$ cat config.mk
export PLATFORM = sky130hd
export DESIGN_NAME = sound_sequencer_flat
export DESIGN_NICKNAME = d
export VERILOG_FILES = /design/src/rtl/sound_pkg.sv /design/src/rtl/sound_sequencer_if.sv /design/src/rtl/sound_tone.sv /design/src/rtl/sound_sequencer.sv /design/src/flat_wrapper.sv
export SDC_FILE = /design/constraint.sdc
export NUM_CORES = 1
export LEC_CHECK = 0
export CAP_MARGIN = 30
export CORE_MARGIN = 2
export CORE_UTILIZATION = 60
export DETAILED_ROUTE_END_ITERATION = 16
export PLACE_DENSITY = 0.8
export SLEW_MARGIN = 20
export SYNTH_ARGS = -nofsm -noshare
export SYNTH_HDL_FRONTEND = slang
export SYNTH_SLANG_ARGS = --single-unit
$ cat constraint.sdc
create_clock -name clk_i -period 6.6 [get_ports clk_i]
set_input_delay 1.32 -clock clk_i [delete_from_list [all_inputs] [get_ports clk_i]]
set_output_delay 1.32 -clock clk_i [all_outputs]
set_load 0.01 [all_outputs]
$ cat src/rtl/sound_pkg.sv
// rtl/sound_pkg.sv - shared state codes, effect ids, note type and effect ROM
// Purpose: common definitions for the sound sequencer and its tone generator.
// Ports:   none (package).
package sound_pkg;

   localparam int NREQ = 4;

   // FSM state encoding
   localparam logic [1:0] S_IDLE = 2'd0;
   localparam logic [1:0] S_LOAD = 2'd1;
   localparam logic [1:0] S_PLAY = 2'd2;

   // Effect ids; a lower id has higher priority
   localparam logic [1:0] ID_GAME_OVER  = 2'd0;
   localparam logic [1:0] ID_LINE_CLEAR = 2'd1;
   localparam logic [1:0] ID_LOCK       = 2'd2;
   localparam logic [1:0] ID_MOVE       = 2'd3;

   // Index one past the last ROM slot; reaching it ends an effect with no end marker
   localparam logic [2:0] IDX_END = 3'd4;

   typedef struct packed {
      logic [15:0] half;  // half-period in clock cycles, 0 = rest
      logic [7:0]  dur;   // duration in ticks, 0 = end of effect
   } note_t;

   // Effect ROM, ROM[id][idx]; rows listed from id 3 down to id 0, notes from idx 3 down to 0
   localparam logic [3:0][3:0][23:0] ROM = {
      {24'd0, 24'd0, 24'd0, {16'd12500, 8'd2}},
      {24'd0, 24'd0, 24'd0, {16'd62500, 8'd3}},
      {{16'd11939, 8'd10}, {16'd15944, 8'd5}, {16'd18968, 8'd5}, {16'd23901, 8'd5}},
      {24'd0, {16'd47710, 8'd40}, {16'd37879, 8'd20}, {16'd31888, 8'd20}}
   };

   // Lowest set index of a request vector (0 when empty; qualify with |v)
   function automatic logic [1:0] first_set(input logic [NREQ-1:0] v);
      first_set = 2'd0;
      for (int i = NREQ - 1; i >= 0; i--) begin
         if (v[i]) first_set = 2'(i);
      end
   endfunction

endpackage

$ cat src/rtl/sound_sequencer_if.sv
// rtl/sound_sequencer_if.sv - request/status bundle between game logic and the sound sequencer
// Purpose: groups the sequencer's request inputs and speaker/status outputs.
// Signals: req (request pulses), mute, busy, active_id, half_period, tone_on, speaker0, speaker1.
// Modports: master = game logic side, slave = sequencer side.
interface sound_sequencer_if;
   import sound_pkg::*;

   logic [NREQ-1:0] req;
   logic            mute;
   logic            busy;
   logic [1:0]      active_id;
   logic [15:0]     half_period;
   logic            tone_on;
   logic            speaker0;
   logic            speaker1;

   modport master (
      output req, mute,
      input  busy, active_id, half_period, tone_on, speaker0, speaker1
   );

   modport slave (
      input  req, mute,
      output busy, active_id, half_period, tone_on, speaker0, speaker1
   );
endinterface

$ cat src/rtl/sound_tone.sv
// rtl/sound_tone.sv - square-wave tone generator driving the speaker pair
// Purpose: toggles a square wave every half_period_i cycles while a note sounds.
// Ports:   clk_i, rst_i (sync, active-high); half_period_i, tone_on_i, mute_i in;
//          speaker0_o, speaker1_o out (both 0 when silent or muted).
module sound_tone (
   input  logic        clk_i,
   input  logic        rst_i,
   input  logic [15:0] half_period_i,
   input  logic        tone_on_i,
   input  logic        mute_i,
   output logic        speaker0_o,
   output logic        speaker1_o
);
   logic [15:0] cnt_q, cnt_d;
   logic [15:0] last_q;
   logic        s_q, s_d;

   always_comb begin
      cnt_d = cnt_q + 16'd1;
      s_d   = s_q;
      // A new note always starts from phase 0, so restart on any half-period change
      if (!tone_on_i || half_period_i == 16'd0 || half_period_i != last_q) begin
         cnt_d = 16'd0;
         s_d   = 1'b0;
      end else if (cnt_q == half_period_i - 16'd1) begin
         cnt_d = 16'd0;
         s_d   = ~s_q;
      end
   end

   always_ff @(posedge clk_i) begin
      if (rst_i) begin
         cnt_q  <= 16'd0;
         s_q    <= 1'b0;
         last_q <= 16'd0;
      end else begin
         cnt_q  <= cnt_d;
         s_q    <= s_d;
         last_q <= half_period_i;
      end
   end

   assign speaker0_o = s_q & tone_on_i & ~mute_i;
   assign speaker1_o = ~s_q & tone_on_i & ~mute_i;
endmodule

$ cat src/rtl/sound_sequencer.sv
// rtl/sound_sequencer.sv - prioritised sound-effect sequencer for the speaker pair
// Purpose: latches effect requests, grants the highest-priority one, steps its ROM notes
//          and feeds the tone generator; a higher-priority request preempts a playing effect.
// Ports:   clk_i, rst_i (sync, active-high); bus (slave): req, mute in;
//          busy, active_id, half_period, tone_on, speaker0, speaker1 out.
module sound_sequencer
   import sound_pkg::*;
#(
   parameter int unsigned TICK_DIV = 250000
) (
   input logic               clk_i,
   input logic               rst_i,
   sound_sequencer_if.slave  bus
);
   localparam int PW = (TICK_DIV > 1) ? $clog2(TICK_DIV) : 1;

   logic [1:0]      state_q, state_d;
   logic [NREQ-1:0] pend_q, pend_d, clr;
   logic [1:0]      id_q, id_d;
   logic [2:0]      idx_q, idx_d;
   logic [15:0]     half_q, half_d;
   logic            tone_q, tone_d;
   logic [7:0]      tick_q, tick_d;
   logic [PW-1:0]   presc_q, presc_d;
   logic [1:0]      gnt_id;
   logic            gnt_vld, preempt;
   note_t           note;

   assign gnt_vld = |pend_q;
   assign gnt_id  = first_set(pend_q);
   assign preempt = (state_q != S_IDLE) && gnt_vld && (gnt_id < id_q);
   assign note    = ROM[id_q][idx_q[1:0]];

   always_comb begin
      state_d = state_q;
      id_d    = id_q;
      idx_d   = idx_q;
      half_d  = half_q;
      tone_d  = tone_q;
      tick_d  = tick_q;
      presc_d = presc_q;
      clr     = '0;

      // Grant from IDLE and preemption share one path: the old effect is simply dropped
      if ((state_q == S_IDLE && gnt_vld) || preempt) begin
         state_d     = S_LOAD;
         id_d        = gnt_id;
         idx_d       = 3'd0;
         clr[gnt_id] = 1'b1;
      end else if (state_q == S_LOAD) begin
         if (idx_q == IDX_END || note.dur == 8'd0) begin
            state_d = S_IDLE;
            id_d    = 2'd0;
            half_d  = 16'd0;
            tone_d  = 1'b0;
         end else begin
            state_d = S_PLAY;
            half_d  = note.half;
            tone_d  = (note.half != 16'd0);
            tick_d  = note.dur;
            presc_d = '0;
         end
      end else if (state_q == S_PLAY) begin
         if (presc_q == PW'(TICK_DIV - 1)) begin
            presc_d = '0;
            tick_d  = tick_q - 8'd1;
            if (tick_q == 8'd1) begin
               idx_d   = idx_q + 3'd1;
               state_d = S_LOAD;
            end
         end else begin
            presc_d = presc_q + PW'(1);
         end
      end

      // A new request on the clearing edge must not be lost
      pend_d = (pend_q & ~clr) | bus.req;
   end

   always_ff @(posedge clk_i) begin
      if (rst_i) begin
         state_q <= S_IDLE;
         pend_q  <= '0;
         id_q    <= 2'd0;
         idx_q   <= 3'd0;
         half_q  <= 16'd0;
         tone_q  <= 1'b0;
         tick_q  <= 8'd0;
         presc_q <= '0;
      end else begin
         state_q <= state_d;
         pend_q  <= pend_d;
         id_q    <= id_d;
         idx_q   <= idx_d;
         half_q  <= half_d;
         tone_q  <= tone_d;
         tick_q  <= tick_d;
         presc_q <= presc_d;
      end
   end

   assign bus.busy        = (state_q != S_IDLE);
   assign bus.active_id   = id_q;
   assign bus.half_period = half_q;
   assign bus.tone_on     = tone_q;

   sound_tone u_tone (
      .clk_i         (clk_i),
      .rst_i         (rst_i),
      .half_period_i (half_q),
      .tone_on_i     (tone_q),
      .mute_i        (bus.mute),
      .speaker0_o    (bus.speaker0),
      .speaker1_o    (bus.speaker1)
   );
endmodule

$ cat src/flat_wrapper.sv
// flat-port wrapper written by rule: the top's interface ports become plain ports
module sound_sequencer_flat import sound_pkg::*;
#(
   parameter int unsigned TICK_DIV = 250000
)
  (clk_i, rst_i, bus_req, bus_mute, bus_busy, bus_active_id, bus_half_period, bus_tone_on, bus_speaker0, bus_speaker1);
  sound_sequencer_if bus_i ();
  input logic clk_i;
  input logic rst_i;
  input wire logic [$bits(bus_i.req)-1:0] bus_req;
  input wire logic [$bits(bus_i.mute)-1:0] bus_mute;
  output wire logic [$bits(bus_i.busy)-1:0] bus_busy;
  output wire logic [$bits(bus_i.active_id)-1:0] bus_active_id;
  output wire logic [$bits(bus_i.half_period)-1:0] bus_half_period;
  output wire logic [$bits(bus_i.tone_on)-1:0] bus_tone_on;
  output wire logic [$bits(bus_i.speaker0)-1:0] bus_speaker0;
  output wire logic [$bits(bus_i.speaker1)-1:0] bus_speaker1;
  assign bus_i.req = bus_req;
  assign bus_i.mute = bus_mute;
  assign bus_busy = bus_i.busy;
  assign bus_active_id = bus_i.active_id;
  assign bus_half_period = bus_i.half_period;
  assign bus_tone_on = bus_i.tone_on;
  assign bus_speaker0 = bus_i.speaker0;
  assign bus_speaker1 = bus_i.speaker1;
  sound_sequencer #(.TICK_DIV(TICK_DIV)) u_core (.clk_i(clk_i), .rst_i(rst_i), .bus(bus_i));
endmodule
==> results.toml, run 1 <==
[run_status]
outcome = "finished, final reports clean"

[critical_path]
critical_path.max_fanout = 2
worst_path_dominant_cell_family = "buffers and inverters"
critPathArrivalTime_ps = 2500
critPathCaptureType = "primary output"
critPathMaxStageDelay_ps = 570
cp_common_cell = "clkdlybuf4s50_1"
crit_path_cell_trace = "clkdlybuf4s50_1, nor3b_1, clkdlybuf4s50_1"
timing.critical_path.from_type = "primary input"
slowest_stage = "clkdlybuf4s50_1"
cp_class = "in2out"
crit_buf_inv = 2
cp_data_required_time_ps = 5280

[cts]
cts_hold_buf = 0
clock_tree.root_cell = "clkbuf_8"
post_cts_resize_count = 0
insertion_delay_ps = 360
post_cts_buffers = 0
htree_levels = 3
clkTransAtPathRegs_ps = 80
cts-buffers-inserted = 9
clock_tree.buffer_depth = 2
tritoncts_clock_tree = "built"
tritoncts_num_sinks = 87

[layout]
area_growth_pct = 9.908
final_cell_count_no_fill = 690
fill_cells = 653
layout-drive-gt1-share_pct = 5.102
design.final.nets = 607
antenna-diode-count = 0

[sta]
final-setup-viol-count = 0
hold_ws_ps = 483.8
post-route-period-util_pct = 57.92
final_period_minus_worst_setup_slack_ps = 3823
worst_slew_pin_slew_ps = 858.5
finClkSkew_ps = 13.71
setup-tns-final_ps = 0
slew_viol_final = 0
max_freq_mhz = 261.6
relSlewSlack_pct = 42.77
grt_setup_unrepaired = "false"
layout_setup_ws_ps = 2777
timing.final.hold_violations = 0

[synthesis]
ys_types = 64
synth-seq-area-share_pct = 36.68
most_common_cell_in_the_netlist = "dfxtp_1"
post_synth_instance_area_um2 = 4748
synthTopCellsByArea = "dfxtp_1 (37%), xor2_1 (6.1%), xnor2_1 (5.7%), nor2_1 (5.7%), ha_1 (4.2%)"
synth_seq_cells = 87
synthArstFlopShare_pct = 0
synth_enable_flop_cells = 0
mappedNetlistNets = 601
synth-warning-count = 0
yosys-top-cells-count = "dfxtp_1 (87), nor2_1 (72), nand2_1 (47)"
ys_dominant_reg_cell = "dfxtp_1"
synth_top_area_share_pct = 36.68
post-synth-top-area-cell = "dfxtp_1"
synthesis.instances = 578
synth_area_per_cell_um2 = 8.215

[floorplanning]
initial_standard_cell_utilization_of_the_core_pct = 61.77
num_rows = 32
die_height_um = 92.96
die_area_um2 = 8642
core_region_area_um2 = 7687
die_w_um = 92.96
i_o_pin_count = 29

[run]
max_cap_viol_count = 0

[global_route]
grt-ovfl-total = 0
global_route_wire_length_before_repair_mm = 17.77
antenna_found_initial = 0
grt_usage_pct = 25.58
first_global_vias = 3891
largest_net_degree_at_the_start_of_global_routing = 40

[route]
wire_per_inst_um = 15.35
num_vias = 4026
wl_mm = 10.59
drt_iter0_markers = 258
detail-route-antenna-nets = 0
drt-vias-per-instance = 5.835
drcViolationCount = 0
drtPass1Iterations = 4

[pwr]
vdd_ir_drop_max_v = 0.0001406
power_density_nw_per_um2 = 260.0
leakage_nw = 1.914

[place]
place_hpwl_mm = 7.556
place.detailed.instances = 675
pre_cts_slack_ps = 2759
global_placement_routability_congestion = 0.8738
place.port_buffers = 28

[hold_path]
type_of_the_tightest_min_delay_check = "reg2reg"
-- final timing paths --
check	start	to	slack, ps	cells after the start
max	bus_mute	bus_speaker1	2780	3
max reg2reg	u_core.bus.active_id[1]	u_core.bus.half_period[7]	3210	8
min	u_core.presc_q[1]	u_core.presc_q[1]	480	2
min reg2reg	u_core.presc_q[1]	u_core.presc_q[1]	480	2
-- per-stage QoR --
| stage | util, % | total power [mW] | area [um^2] |
|---|---|---|---|
| floorplan | - | 0.8943 | 4748 |
| global placement | 65.40 | 0.9914 | 5027 |
| detailed placement | 65.40 | 1.004 | 5027 |
| CTS | 67.72 | 1.362 | 5206 |
| global route | 67.89 | 1.431 | 5219 |
| finish | 67.89 | 1.357 | 5219 |
-- logic make-up after synthesis --
logic type               synth area share (%)
AND/OR/NAND/NOR                         25.59
AO/OA/AOI/OAI                           15.60
flip-flops                              36.68
XOR/XNOR                                11.81
buffers and inverters                   4.822
adder cells (fa/ha/maj)                 4.216
multiplexers                            1.291
-- placed cells by master (no fill, tap or decap), types with 3 or more instances in the layout --
| cell | instances |
|---|---|
| nor2_1 | 72 |
| inv_1 | 20 |
| or3_1 | 4 |
| nor3b_1 | 4 |
| ha_1 | 16 |
| xnor2_1 | 31 |
| nand3_1 | 25 |
| mux2i_1 | 5 |
| and2_1 | 4 |
| nor3_1 | 12 |
| xor2_1 | 33 |
| a21oi_1 | 36 |
| nand4b_1 | 3 |
| and3_1 | 10 |
| a31oi_1 | 4 |
| a22o_1 | 10 |
| dfxtp_1 | 87 |
| nor4_1 | 4 |
| clkbuf_8 | 9 |
| nand2_1 | 47 |
| nor2b_1 | 17 |
| clkdlybuf4s50_1 | 28 |
| nand3b_1 | 6 |
| nand4_1 | 12 |
| o21ai_0 | 31 |
| o211ai_1 | 3 |
-- area by class of cell --
class / count / area [um^2] / area share, %
multi-input cells: 436 / 2800 / 53.66
flip-flops and latches: 87 / 1742 / 33.37
repair buffers: 30 / 295.3 / 5.658
clock buffers: 11 / 131.4 / 2.517
well taps: 102 / 127.6 / 2.445
inverters: 20 / 75.07 / 1.439
clock inverters: 4 / 47.55 / 0.9111
-- power breakdown --
group          total (mW)  internal (mW)  switching [mW]
Clock               0.358          0.172           0.186
Sequential          0.609          0.557          0.0518
Combinational       0.390          0.175           0.215
-- registers in the layout, indices dropped and copies added (netlist names) --
name and cells:
u_core.pend_q 4, u_core.bus.active_id 2, u_core.u_tone.cnt_q 16, u_core.tick_q 8, u_core.bus.half_period 16, u_core.u_tone.s_q 1, u_core.bus.tone_on 1, u_core.idx_q 3
u_core.state_q 2, u_core.presc_q 18, u_core.u_tone.last_q 16
-- per-layer routing --
metal / part of all wire, % / global-route usage, % / up-vias
met5: 0 / 0 / -
met4: 2.5 / 10.29 / 0
met3: 4.3 / 5.533 / 20
met2: 51 / 44.75 / 110
met1: 43 / 30.34 / 1885
li1: - / - / 2011
-- worst min-delay path, stage by stage (launching register included) --
cell	delay [ps]
dfxtp_1	330
nand2_1	50
a21oi_1	60
No activity file was read; power rests on OpenSTA's default activity.
==> run 2: changes to the inputs <==
clock period = 3.9 ns   (was 6.6 ns; I/O delays follow)
==> run 2 against run 1 <==
Against the previous run:
- clock-buffer cell count fell by 2
- non-clock buffer count rose by 5
- combinational power rose by 71%
- sequential cell count did not move
- total power rose by 75%
- via count rose by 1.6%
- die area did not move
- clock power rose by 90%
- wire length rose by 3.4%
- worst hold slack improved by 9.2 ps
- critical endpoint is now u_core.presc_q[1]
==> results.toml, run 2 (synthesized netlist as in run 1, its figures left out) <==
[global_route]
grt-ovfl-total = 0
global_route_wire_length_before_repair_mm = 18.31
first_global_vias = 3882
antenna_found_initial = 0
largest_net_degree_at_the_start_of_global_routing = 31
grt_usage_pct = 26.34

[route]
drt_iter0_markers = 207
drcViolationCount = 0
detail-route-antenna-nets = 0
drtPass1Iterations = 5
num_vias = 4092
wire_per_inst_um = 15.73
wl_mm = 10.95
drt-vias-per-instance = 5.879

[floorplanning]
die_area_um2 = 8642
initial_standard_cell_utilization_of_the_core_pct = 61.77
core_region_area_um2 = 7687
die_w_um = 92.96
i_o_pin_count = 29
die_height_um = 92.96
num_rows = 32

[cts]
post_cts_resize_count = 0
cts-buffers-inserted = 9
cts_hold_buf = 0
tritoncts_num_sinks = 87
post_cts_buffers = 0
tritoncts_clock_tree = "built"
clock_tree.root_cell = "clkbuf_8"
clock_tree.buffer_depth = 2
clkTransAtPathRegs_ps = 100
htree_levels = 3
insertion_delay_ps = 360

[run_status]
outcome = "finished, final reports clean"

[sta]
finClkSkew_ps = 14.36
final-setup-viol-count = 0
final_period_minus_worst_setup_slack_ps = 3047
relSlewSlack_pct = 58.54
timing.final.hold_violations = 0
setup-tns-final_ps = 0
grt_setup_unrepaired = "false"
worst_slew_pin_slew_ps = 614.1
max_freq_mhz = 328.2
slew_viol_final = 0
hold_ws_ps = 493.0
post-route-period-util_pct = 78.12

[pwr]
leakage_nw = 1.955
vdd_ir_drop_max_v = 0.0002694
power_density_nw_per_um2 = 450.4

[layout]
layout-drive-gt1-share_pct = 6.397
fill_cells = 644
max_flop_register = "u_core.presc_q"
total_area_of_multi_input_combinational_cells_um2 = 2788
mostFrequentLayoutCells = "dfxtp_1 (87), nor2_1 (72), nand2_1 (47), a21oi_1 (36), xor2_1 (33)"
regArea_um2 = 1742
flip_flop_count_of_the_largest_register_all_copies_and_words_added = 18
antenna-diode-count = 0
area_growth_pct = 11.09
design.final.nets = 612
layout_commonest_cell = "dfxtp_1"

[place]
place_hpwl_mm = 7.832
global_placement_routability_congestion = 0.8915
place.port_buffers = 28

[critical_path]
cp_class = "reg2reg"
critical_path.max_fanout = 15
timing.critical_path.from_type = "flop"
critPathCaptureType = "flop"
cp_data_required_time_ps = 4170
critPathArrivalTime_ps = 3320

[run]
max_cap_viol_count = 0

[hold_path]
type_of_the_tightest_min_delay_check = "reg2reg"
## run 2: changes by cell type in the layout (fill, tap and decap cells not counted)
| cell | change |
|---|---|
| a2111oi_4 | -1 |
| clkbuf_1 | -2 |
| inv_6 | +3 |
| buf_4 | +5 |
| a2111oi_2 | +1 |
| inv_8 | +2 |
| clkinv_2 | -2 |
## run 2: layout make-up
class / count / area share, %
multi-input cells: 436 / 52.85
inverters: 20 / 1.423
flip-flops and latches: 87 / 33.02
well taps: 102 / 2.419
clock inverters: 7 / 1.637
clock buffers: 9 / 2.348
repair buffers: 35 / 6.309
## run 2: final timing paths
kind                                              start            endpoint  slack [ps]  cells after the start
worst max-delay path            u_core.bus.active_id[1]   u_core.presc_q[1]         850                      9
worst max register to register  u_core.bus.active_id[1]   u_core.presc_q[1]         850                      9
worst min register to register       u_core.presc_q[11]  u_core.presc_q[11]         490                      2
worst min-delay path                 u_core.presc_q[11]  u_core.presc_q[11]         490                      2
## run 2: power by group
group          internal [mW]  switching [mW]  total [mW]
clock                  0.312           0.367       0.679
combinational          0.300           0.365       0.665
sequential             0.943          0.0892        1.03
total                   1.56           0.821        2.38
## run 2: stage by stage
stage	cells	util (%)	worst slack (ps)	power, mW	instance area (um^2)
2_1_floorplan	578	-	1148	1.514	4748
6_report	696	68.62	853.4	2.376	5275
3_3_place_gp	680	65.89	1113	1.687	5065
5_1_grt	696	68.62	664.2	2.508	5275
4_1_cts	696	68.62	892.0	2.378	5275
3_5_place_dp	680	65.89	942.8	1.704	5065
## run 2: worst max-delay path, stage by stage (launching register included)
cell and delay (ps):
dfxtp_1 640, inv_1 210, ha_1 380, nor2b_1 140, o21a_1 210, a311oi_2 530, a2111oi_2 70, buf_4 210
or2_2 410, a21oi_1 170
## run 2: layer usage
metal	wire length [um]	global-route usage (%)	part of all wire [%]	up-vias
li1	-	-	-	2031
met1	4764	32.71	44	1925
met2	5520	45.53	50	115
met3	454	3.662	4.1	21
met4	210	11.27	1.9	0
met5	0	0	0	-
